<file path="config.mk">
export PLATFORM = sky130hd
export DESIGN_NAME = dmem_ram_ctrl
export DESIGN_NICKNAME = d
export VERILOG_FILES = /design/src/rtl/dmem_pkg.sv /design/src/rtl/dmem_load_align.sv /design/src/rtl/dmem_ram_ctrl.sv
export SDC_FILE = /design/constraint.sdc
export NUM_CORES = 1
export LEC_CHECK = 0
export ABC_AREA = 1
export CORE_MARGIN = 2
export CORE_UTILIZATION = 38
export DETAILED_ROUTE_END_ITERATION = 12
export PLACE_DENSITY = 0.79
export SLEW_MARGIN = 20
export SYNTH_ARGS = -nofsm -noshare
export SYNTH_HDL_FRONTEND = slang
export SYNTH_SLANG_ARGS = --single-unit
</file>
<file path="constraint.sdc">
create_clock -name clk -period 2.1 [get_ports clk]
set_input_delay 0.63 -clock clk [delete_from_list [all_inputs] [get_ports clk]]
set_output_delay 0.63 -clock clk [all_outputs]
set_load 0.05 [all_outputs]
</file>
<file path="src/rtl/dmem_pkg.sv">
// ---------------------------------------------------------------------------
// dmem_pkg
//
// Shared definitions for the data-memory RAM controller:
//   size_e   - access size encoding carried on req_size
//   state_e  - controller FSM state encoding
//   isMisaligned / storeMask / storeData - small helpers used in the request
//              (acceptance) path of the controller
// ---------------------------------------------------------------------------
package dmem_pkg;

  // Access size as presented by the CPU; SZ_RSVD is never a legal access.
  typedef enum logic [1:0] {
    SZ_BYTE = 2'd0,
    SZ_HALF = 2'd1,
    SZ_WORD = 2'd2,
    SZ_RSVD = 2'd3
  } size_e;

  // Controller states: idle/accepting, waiting one cycle for RAM read data,
  // and presenting a response until the CPU takes it.
  typedef enum logic [1:0] {
    IDLE    = 2'd0,
    RD_WAIT = 2'd1,
    RSP     = 2'd2
  } state_e;

  // An access is bad when its size is reserved or when the byte address is
  // not a multiple of the access size.
  function automatic logic isMisaligned(input size_e size, input logic [1:0] addrLow);
    logic bad;
    bad = 1'b0;
    case (size)
      SZ_BYTE: bad = 1'b0;
      SZ_HALF: bad = addrLow[0];
      SZ_WORD: bad = (addrLow != 2'b00);
      default: bad = 1'b1;
    endcase
    return bad;
  endfunction

  // Per-byte write enables for an aligned store at the given word offset.
  function automatic logic [3:0] storeMask(input size_e size, input logic [1:0] addrLow);
    logic [3:0] mask;
    mask = 4'b0000;
    case (size)
      SZ_BYTE: mask = 4'b0001 << addrLow;
      SZ_HALF: mask = addrLow[1] ? 4'b1100 : 4'b0011;
      SZ_WORD: mask = 4'b1111;
      default: mask = 4'b0000;
    endcase
    return mask;
  endfunction

  // Store data replicated across every lane, so whichever lanes the write
  // enables select already carry the right bytes.
  function automatic logic [31:0] storeData(input size_e size, input logic [31:0] wdata);
    logic [31:0] data;
    data = wdata;
    case (size)
      SZ_BYTE: data = {4{wdata[7:0]}};
      SZ_HALF: data = {2{wdata[15:0]}};
      default: data = wdata;
    endcase
    return data;
  endfunction

endpackage

</file>
<file path="src/rtl/dmem_load_align.sv">
// ---------------------------------------------------------------------------
// dmem_load_align
//
// Purely combinational load formatter: picks the addressed byte or halfword
// lane out of a 32-bit RAM word and sign- or zero-extends it to 32 bits.
// Word loads pass straight through.
//
// Ports:
//   rdata_i    in  32  raw RAM read word
//   byteOff_i  in   2  byte offset of the access inside the word
//   size_i     in   2  access size (size_e)
//   zeroExt_i  in   1  1 = zero-extend, 0 = sign-extend
//   data_o     out 32  right-aligned, extended load data
// ---------------------------------------------------------------------------
module dmem_load_align
  import dmem_pkg::*;
(
  input  logic [31:0] rdata_i,
  input  logic [1:0]  byteOff_i,
  input  size_e       size_i,
  input  logic        zeroExt_i,
  output logic [31:0] data_o
);

  logic [7:0]  byteLane;
  logic [15:0] halfLane;

  // Lane selection: the byte offset picks one of four bytes, its upper bit
  // picks one of two halfwords (the low bit is zero for legal halves).
  always_comb begin
    byteLane = rdata_i[7:0];
    case (byteOff_i)
      2'd0: byteLane = rdata_i[7:0];
      2'd1: byteLane = rdata_i[15:8];
      2'd2: byteLane = rdata_i[23:16];
      2'd3: byteLane = rdata_i[31:24];
      default: byteLane = rdata_i[7:0];
    endcase
    halfLane = byteOff_i[1] ? rdata_i[31:16] : rdata_i[15:0];
  end

  // Extension to a full word according to size and signedness.
  always_comb begin
    data_o = rdata_i;
    case (size_i)
      SZ_BYTE: data_o = zeroExt_i ? {24'h000000, byteLane}
                                  : {{24{byteLane[7]}}, byteLane};
      SZ_HALF: data_o = zeroExt_i ? {16'h0000, halfLane}
                                  : {{16{halfLane[15]}}, halfLane};
      default: data_o = rdata_i;
    endcase
  end

endmodule

</file>
<file path="src/rtl/dmem_ram_ctrl.sv">
// ---------------------------------------------------------------------------
// dmem_ram_ctrl
//
// Bridges a valid/ready CPU data port onto a single-port byte-write RAM with
// one cycle of read latency. One request is in flight at a time:
//   store      : RAM written in the acceptance cycle, response next cycle
//   load       : RAM addressed in the acceptance cycle, data formatted the
//                following cycle, response two cycles after acceptance
//   bad access : no RAM write, error response next cycle
// The response is held until the CPU takes it; only then is a new request
// accepted.
//
// Ports:
//   clk, rst               clock, synchronous active-high reset
//   req_valid / req_ready  request handshake (ready only while idle)
//   req_addr               byte address (ADDR_WIDTH+2 bits)
//   req_write              1 = store, 0 = load
//   req_size               0 byte, 1 half, 2 word, 3 reserved
//   req_unsigned           load extension: 1 zero, 0 sign
//   req_wdata              right-aligned store data
//   rsp_valid / rsp_ready  response handshake
//   rsp_rdata              extended load data, 0 for stores and errors
//   rsp_err                misaligned or reserved-size access
//   ram_addr               RAM word address
//   ram_we                 per-byte write enables
//   ram_din                RAM write data (replicated store data)
//   ram_dout               RAM read data, valid the cycle after addressing
// ---------------------------------------------------------------------------
module dmem_ram_ctrl
  import dmem_pkg::*;
#(
  parameter int ADDR_WIDTH = 12
) (
  input  logic                  clk,
  input  logic                  rst,
  input  logic                  req_valid,
  output logic                  req_ready,
  input  logic [ADDR_WIDTH+1:0] req_addr,
  input  logic                  req_write,
  input  logic [1:0]            req_size,
  input  logic                  req_unsigned,
  input  logic [31:0]           req_wdata,
  output logic                  rsp_valid,
  input  logic                  rsp_ready,
  output logic [31:0]           rsp_rdata,
  output logic                  rsp_err,
  output logic [ADDR_WIDTH-1:0] ram_addr,
  output logic [3:0]            ram_we,
  output logic [31:0]           ram_din,
  input  logic [31:0]           ram_dout
);

  state_e      state_q;
  logic        rspValid_q;
  logic        rspErr_q;
  logic [31:0] rspRdata_q;

  // Request attributes kept for formatting the read data one cycle later.
  logic [1:0]  addrLow_q;
  size_e       size_q;
  logic        zeroExt_q;

  size_e       reqSize;
  logic        accept;
  logic        misaligned;
  logic [31:0] loadData_d;

  assign reqSize    = size_e'(req_size);
  assign misaligned = isMisaligned(reqSize, req_addr[1:0]);

  // Ready is gated by reset directly so no request can slip in while the
  // state register is being cleared.
  assign req_ready = (state_q == IDLE) && !rst;
  assign accept    = req_valid && req_ready;

  // The RAM sees the request address and data straight away; only the write
  // enables decide whether anything actually happens.
  assign ram_addr = req_addr[ADDR_WIDTH+1:2];
  assign ram_din  = storeData(reqSize, req_wdata);
  assign ram_we   = (accept && req_write && !misaligned)
                  ? storeMask(reqSize, req_addr[1:0]) : 4'b0000;

  assign rsp_valid = rspValid_q;
  assign rsp_rdata = rspRdata_q;
  assign rsp_err   = rspErr_q;

  dmem_load_align u_load_align (
    .rdata_i   (ram_dout),
    .byteOff_i (addrLow_q),
    .size_i    (size_q),
    .zeroExt_i (zeroExt_q),
    .data_o    (loadData_d)
  );

  // Controller FSM with registered response outputs. A reset anywhere drops
  // the in-flight access and its response is never presented.
  always_ff @(posedge clk) begin
    if (rst) begin
      state_q    <= IDLE;
      rspValid_q <= 1'b0;
      rspErr_q   <= 1'b0;
      rspRdata_q <= 32'h0000_0000;
      addrLow_q  <= 2'b00;
      size_q     <= SZ_BYTE;
      zeroExt_q  <= 1'b0;
    end else begin
      case (state_q)
        IDLE: begin
          if (accept) begin
            addrLow_q <= req_addr[1:0];
            size_q    <= reqSize;
            zeroExt_q <= req_unsigned;
            if (misaligned) begin
              state_q    <= RSP;
              rspValid_q <= 1'b1;
              rspErr_q   <= 1'b1;
              rspRdata_q <= 32'h0000_0000;
            end else if (req_write) begin
              state_q    <= RSP;
              rspValid_q <= 1'b1;
              rspErr_q   <= 1'b0;
              rspRdata_q <= 32'h0000_0000;
            end else begin
              state_q <= RD_WAIT;
            end
          end
        end
        RD_WAIT: begin
          state_q    <= RSP;
          rspValid_q <= 1'b1;
          rspErr_q   <= 1'b0;
          rspRdata_q <= loadData_d;
        end
        RSP: begin
          if (rsp_ready) begin
            state_q    <= IDLE;
            rspValid_q <= 1'b0;
            rspErr_q   <= 1'b0;
            rspRdata_q <= 32'h0000_0000;
          end
        end
        default: begin
          state_q    <= IDLE;
          rspValid_q <= 1'b0;
          rspErr_q   <= 1'b0;
          rspRdata_q <= 32'h0000_0000;
        end
      endcase
    end
  end

endmodule

</file>
==> Yosys cells after proc, flatten, opt, wreduce, memory -nomap -nowiden <==
Cells that the tools add are included.
{ "word_totals": {"regBits": 41, "in_bits": 86} }
{ "classes": {"n_eq_ne": 11, "shift": 1, "mux": 29, "n_reduce_logical": 14} }
{ "ops": {"columns": ["cell", "count"], "rows": [
  ["32-bit 2-to-1 mux", 6],
  ["32-bit case mux with 2 select lines", 2],
  ["32-bit case mux with 3 select lines", 1],
  ["8-bit case mux with 4 select lines", 1],
  ["16-bit 2-to-1 mux", 1],
  ["4-bit case mux with 3 select lines", 1],
  ["2-bit by 1-bit equality test with 1-bit output (second input constant)", 4],
  ["2-bit equality test (second input constant)", 4],
  ["2-bit zero test", 4],
  ["2-bit 2-to-1 mux", 4],
  ["4-bit 2-to-1 mux", 2],
  ["1-bit 2-to-1 mux", 7],
  ["1-bit case mux with 3 select lines", 2],
  ["2-bit case mux with 3 select lines", 1],
  ["1-bit logical AND", 4],
  ["2-bit inequality test (second input constant)", 2],
  ["2-bit AND reduction", 2],
  ["1-bit by 2-bit << shifter with 4-bit output (first input constant)", 1],
  ["3-bit inequality test (second input constant)", 1],
  ["3-bit AND reduction", 1],
  ["1-bit zero test", 2],
  ["1-bit case mux with 2 select lines", 1],
  ["2-bit nonzero test", 1]
]} }

==> Depth between registers and ports, before layout <==
{ "logic_depth": {"depth_word": 6, "mapped_depth": 9, "mapped_depth_nobuf": 8} }

==> Modules after synthesis <==
A second synthesis with hierarchy kept.
{ "unflattened": {"hier_cells": 466, "area_unflattened_um2": 3131.8} }
{ "modules_own_cells": {"columns": ["mod", "n_inst", "cells_per_inst", "area_each_um2", "seq_area_each_um2"], "rows": [
  ["dmem_ram_ctrl", 1, 297, 2252.2, 820.8],
  ["dmem_load_align", 1, 169, 879.6, 0.0]
]} }

==> Least setup slack after synthesis <==
No wires, ideal clock.
{ "synth_path": {"path_kind": "input-to-output", "from": "in rst", "to": "out ram_we[0]", "t_arrival_ps": 3014, "required_time_ps": 1470, "slack_ps": -1544, "cell_stages": 4, "n_path_buf": 1, "cell_sequence": "buf_2 > nor3_1 > nand3_1 > nor2_1"} }
{ "synth_via": {"elab_chain_len": 6} }
{ "synth_lines": {"columns": ["item", "line_no", "text"], "rows": [
  ["start: declaration", "dmem_ram_ctrl.sv:35", "input logic rst,"],
  ["1-bit zero test", "dmem_ram_ctrl.sv:73", "assign req_ready = (state_q == IDLE) && !rst;"],
  ["1-bit logical AND", "dmem_ram_ctrl.sv:73", null],
  ["named net req_ready", "dmem_ram_ctrl.sv:37", "output logic req_ready,"],
  ["1-bit logical AND", "dmem_ram_ctrl.sv:74", "assign accept = req_valid && req_ready;"],
  ["1-bit logical AND (2 in series)", "dmem_ram_ctrl.sv:80", "assign ram_we = (accept && req_write && !misaligned)"],
  ["4-bit 2-to-1 mux", "dmem_ram_ctrl.sv:81", "? storeMask(reqSize, req_addr[1:0]) : 4'b0000;"],
  ["end: declaration", "dmem_ram_ctrl.sv:48", "output logic [3:0] ram_we,"]
]} }
The timed path passes the listed nets, and every way through them passes these cells.

==> Worst setup path in the final report <==
{ "layout_path": {"from": "in req_size[1]", "to": "out ram_we[1]"} }
{ "layout_via": {"elab_chain_len": 5, "elab_cells_between_ends": 8, "classes_between": "eq/ne (2); mux (3); reduce/logical (3)"} }
{ "layout_lines": {"columns": ["item", "line_no", "text"], "rows": [
  ["start: declaration", "dmem_ram_ctrl.sv:40", "input logic [1:0] req_size,"],
  ["2-bit equality test, or another cell as far along", "dmem_pkg.sv:33, dmem_pkg.sv:46", null],
  ["1-bit case mux with 3 select lines", "dmem_pkg.sv:33", "case (size)"],
  ["1-bit zero test", "dmem_ram_ctrl.sv:80", null],
  ["1-bit logical AND", "dmem_ram_ctrl.sv:80", null],
  ["4-bit 2-to-1 mux (*)", "dmem_ram_ctrl.sv:81", null]
]} }
Mark *: on every way between the ends. The rest lies on a longest branch, timed or not.

==> flow_summary.yaml <==
yosys:
  synth_edf_count: 0
  ys_seq_area_frac: 0.291
  yosysWarnings: 0
  synth_ff_type: "dfxtp_1"
  avgSynthCellArea_sq_um: 6.33
  syn_inst: 446
  synth.distinct_cells: 30
  async_flop_share: 0
  syn_nets: 532
  synth_area_sq_um: 2820
  yosys_register_bits: 41
worst_setup_path:
  r2r_start: "size_q[0]"
  r2r-end: "rsp_rdata[17]"
  crit_chain: "buf_12, buf_8, o21ai_4, nand2_2, nor2_4, nand3_4, nor2_4, buf_12"
  critPathRequiredTime_ns: 1.47
  endpoint: "ram_we[1]"
  cpPeakStageDelay_ns: 0.17
  start_kind: "primary input"
  path_depth: 8
  r2r_slack_ns: 0.50
  cp_num_buf_inv: 3
  startpoint: "req_size[1]"
  r2r_cells: 7
  end_kind: "output pin"
  crit_path_top_delay_cell: "nor2_4"
  arrival_ns: 1.60
  worstPathMaxFanout: 4
  timing_worst_setup_path_type: "primary input to output pin"
  critical_path.top_delay_family: "simple AND/OR/NAND/NOR gates"
placement:
  placed_area_sq_um: 4850
  dpl.hpwl_microns: 8120
  place.gp.congestion: 0.885
  placed_cells: 691
  io_buffers: 144
layout:
  final_cell_mix: "nand2_1 (120), buf_4 (83), nand3_1 (53), clkdlybuf4s50_1 (46), dfxtp_1 (41)"
  nets: 702
  area_growth_pct: 93.2
  postLayoutCellArea_sq_um: 5450
  final_cells: 716
  layout_commonest_cell: "nand2_1"
  antenna_cells: 0
  drive_above_1_share: 0.355
sta:
  max_freq_mhz: 447
  fin_ws_ns: -0.135
  rsz0062_at_grt: "yes"
  worst_slew_pin_slew_ns: 0.494
  fin_crit_sh: 1.06
  final_hold_viol_count: 0
  finalSetupViolCount: 16
  slew_headroom: 0.670
  clock-skew-final_ns: 0.00680
  min_period_ns: 2.23
  slew_viol_final: 0
grt:
  grt.met3_usage: 0.0763
  grt_max_degree: 28
  use_met2: 0.506
  grt_pass1_vias: 3756
  grt_pass1_wl_microns: 18100
  overflow: 0
  grt_usage: 0.271
  busiest_layer: "met2"
  met1_usage: 0.285
  antenna_found_initial: 0
power_and_ir_drop:
  internal_power_mw: 1.97
  p_seq_frac: 0.274
  netSwitchingPower_mw: 1.21
  leakagePower_nw: 2.60
  peakVddDrop_mv: 0.284
  clockPowerShare: 0.239
  power_mw: 3.18
  p_per_area_nw_per_um2: 583
  pwr-share-comb: 0.487
  switching_share: 0.380
floorplan:
  coreArea_sq_um: 7210
  fp.dieArea_sq_um: 8130
  die_x_microns: 90.2
  initial_core_util: 0.391
  io_pins: 169
  row_count: 31
  dieHeight_microns: 90.2
run_status:
  status: "finished with violations"
  violations: "negative setup slack"
route:
  dr.pass1.iters: 4
  ant_nets: 0
  routedWlPerCell_microns: 16.2
  drt_iter0_drc: 211
  drt-vias-per-instance: 5.15
  drc: 0
  vias: 3690
  drt-total-wl_microns: 11600
clock_network:
  cts_root_buffer: "clkbuf_8"
  cts_hold_buffers: 0
  max-clock-path-buffers: 2
  clk_latency_ns: 0.30
  cts_buffers: 5
  cts_max_level: 2
  cts.reportedPaths.clkPinSlew_ns: 0.07
  cts_tree: "yes"
  cts.sinks: 41
job:
  max-cap-violations: 0
hold_path:
  hold_path.class: "register to register"
repair_timing:
item                       in CTS  in global routing
gates cloned                    0                  2
setup buffers                  16                  2
pin swaps                      19                 21
resized for setup              88                 50
setup endpoints to repair      29                 57
worst min path at each step:
stage / startpoint / end / slack, ns / cells after the start
floorplan: zeroExt_q / zeroExt_q / 0.50 / 2
global placement: rsp_rdata[16] / rsp_rdata[16] / 0.46 / 2
detailed placement: rsp_rdata[14] / rsp_rdata[14] / 0.46 / 2
CTS: rsp_rdata[14] / rsp_rdata[14] / 0.47 / 2
global route: rsp_rdata[14] / rsp_rdata[14] / 0.49 / 2
finish: rsp_rdata[14] / rsp_rdata[14] / 0.47 / 2
flip-flops by register name, indices dropped and copies added (netlist names):
signal	flops
rsp_err	1
rsp_valid	1
zeroExt_q	1
size_q	2
addrLow_q	2
state_q	2
rsp_rdata	32
through the flow:
step,setup TNS (ns),utilization,hold slack (ns),setup slack (ns)
floorplan,-4.97,-,0.498,-0.369
CTS,-1.91,0.735,0.472,-0.126
finish,-1.18,0.755,0.468,-0.135
global placement,-16.08,0.672,0.458,-0.651
detailed placement,-19.52,0.672,0.461,-0.727
global route,-1.73,0.755,0.487,-0.165
final cells by class:
class / count / area [sq um]
fill: 496 / 1760
clock buffer: 5 / 68.8
sequential: 41 / 821
tap: 99 / 124
timing repair buffer: 207 / 2360
clock inverter: 3 / 65.1
multi-input combinational: 313 / 1810
inverter: 48 / 208
cells by family after synthesis:
group,after synthesis,synth area share
buffers and inverters,92,0.175
AO/OA/AOI/OAI,79,0.161
AND/OR/NAND/NOR,234,0.374
flip-flops,41,0.291
Yosys cell counts, types with 2 or more instances:
cell type	number	area, sq um
o21ai_0	28	140
nand3_2	6	60.1
dfxtp_1	41	821
nor2_4	2	22.5
o21ai_1	5	25.0
nand3_4	2	35.0
nand4_1	2	12.5
o21a_1	6	45.0
nand2_2	4	25.0
clkbuf_1	6	22.5
buf_4	24	180
nor2_1	30	113
inv_1	42	158
inv_2	5	18.8
buf_1	2	7.51
buf_6	4	45.0
a21oi_1	26	130
nand3_1	55	275
a31oi_1	4	25.0
o211ai_1	8	60.1
buf_2	6	30.0
nand2_1	130	488
power by group through the flow:
stage	Clock, mW	Sequential, mW	Combinational, mW
4_1_cts	0.757	0.870	1.46
3_5_place_dp	0	0.888	1.37
3_3_place_gp	0	0.885	1.35
5_1_grt	0.795	0.878	1.63
6_report	0.759	0.872	1.55
2_1_floorplan	0	0.974	0.754
per-layer routing:
metal | routed length [microns] | part of all wire
met3 | 973 | 0.084
met4 | 425 | 0.037
met5 | 0 | 0
met1 | 4230 | 0.36
met2 | 5970 | 0.51
worst register-to-register path: stages, from the launching register on:
cell,delay [ns]
dfxtp_1,0.63
inv_1,0.13
nand2_2,0.12
a21oi_4,0.05
nand3_4,0.13
nand3_4,0.22
nand3_1,0.15
nand2_1,0.06
Power figures use the tool's default switching activity.
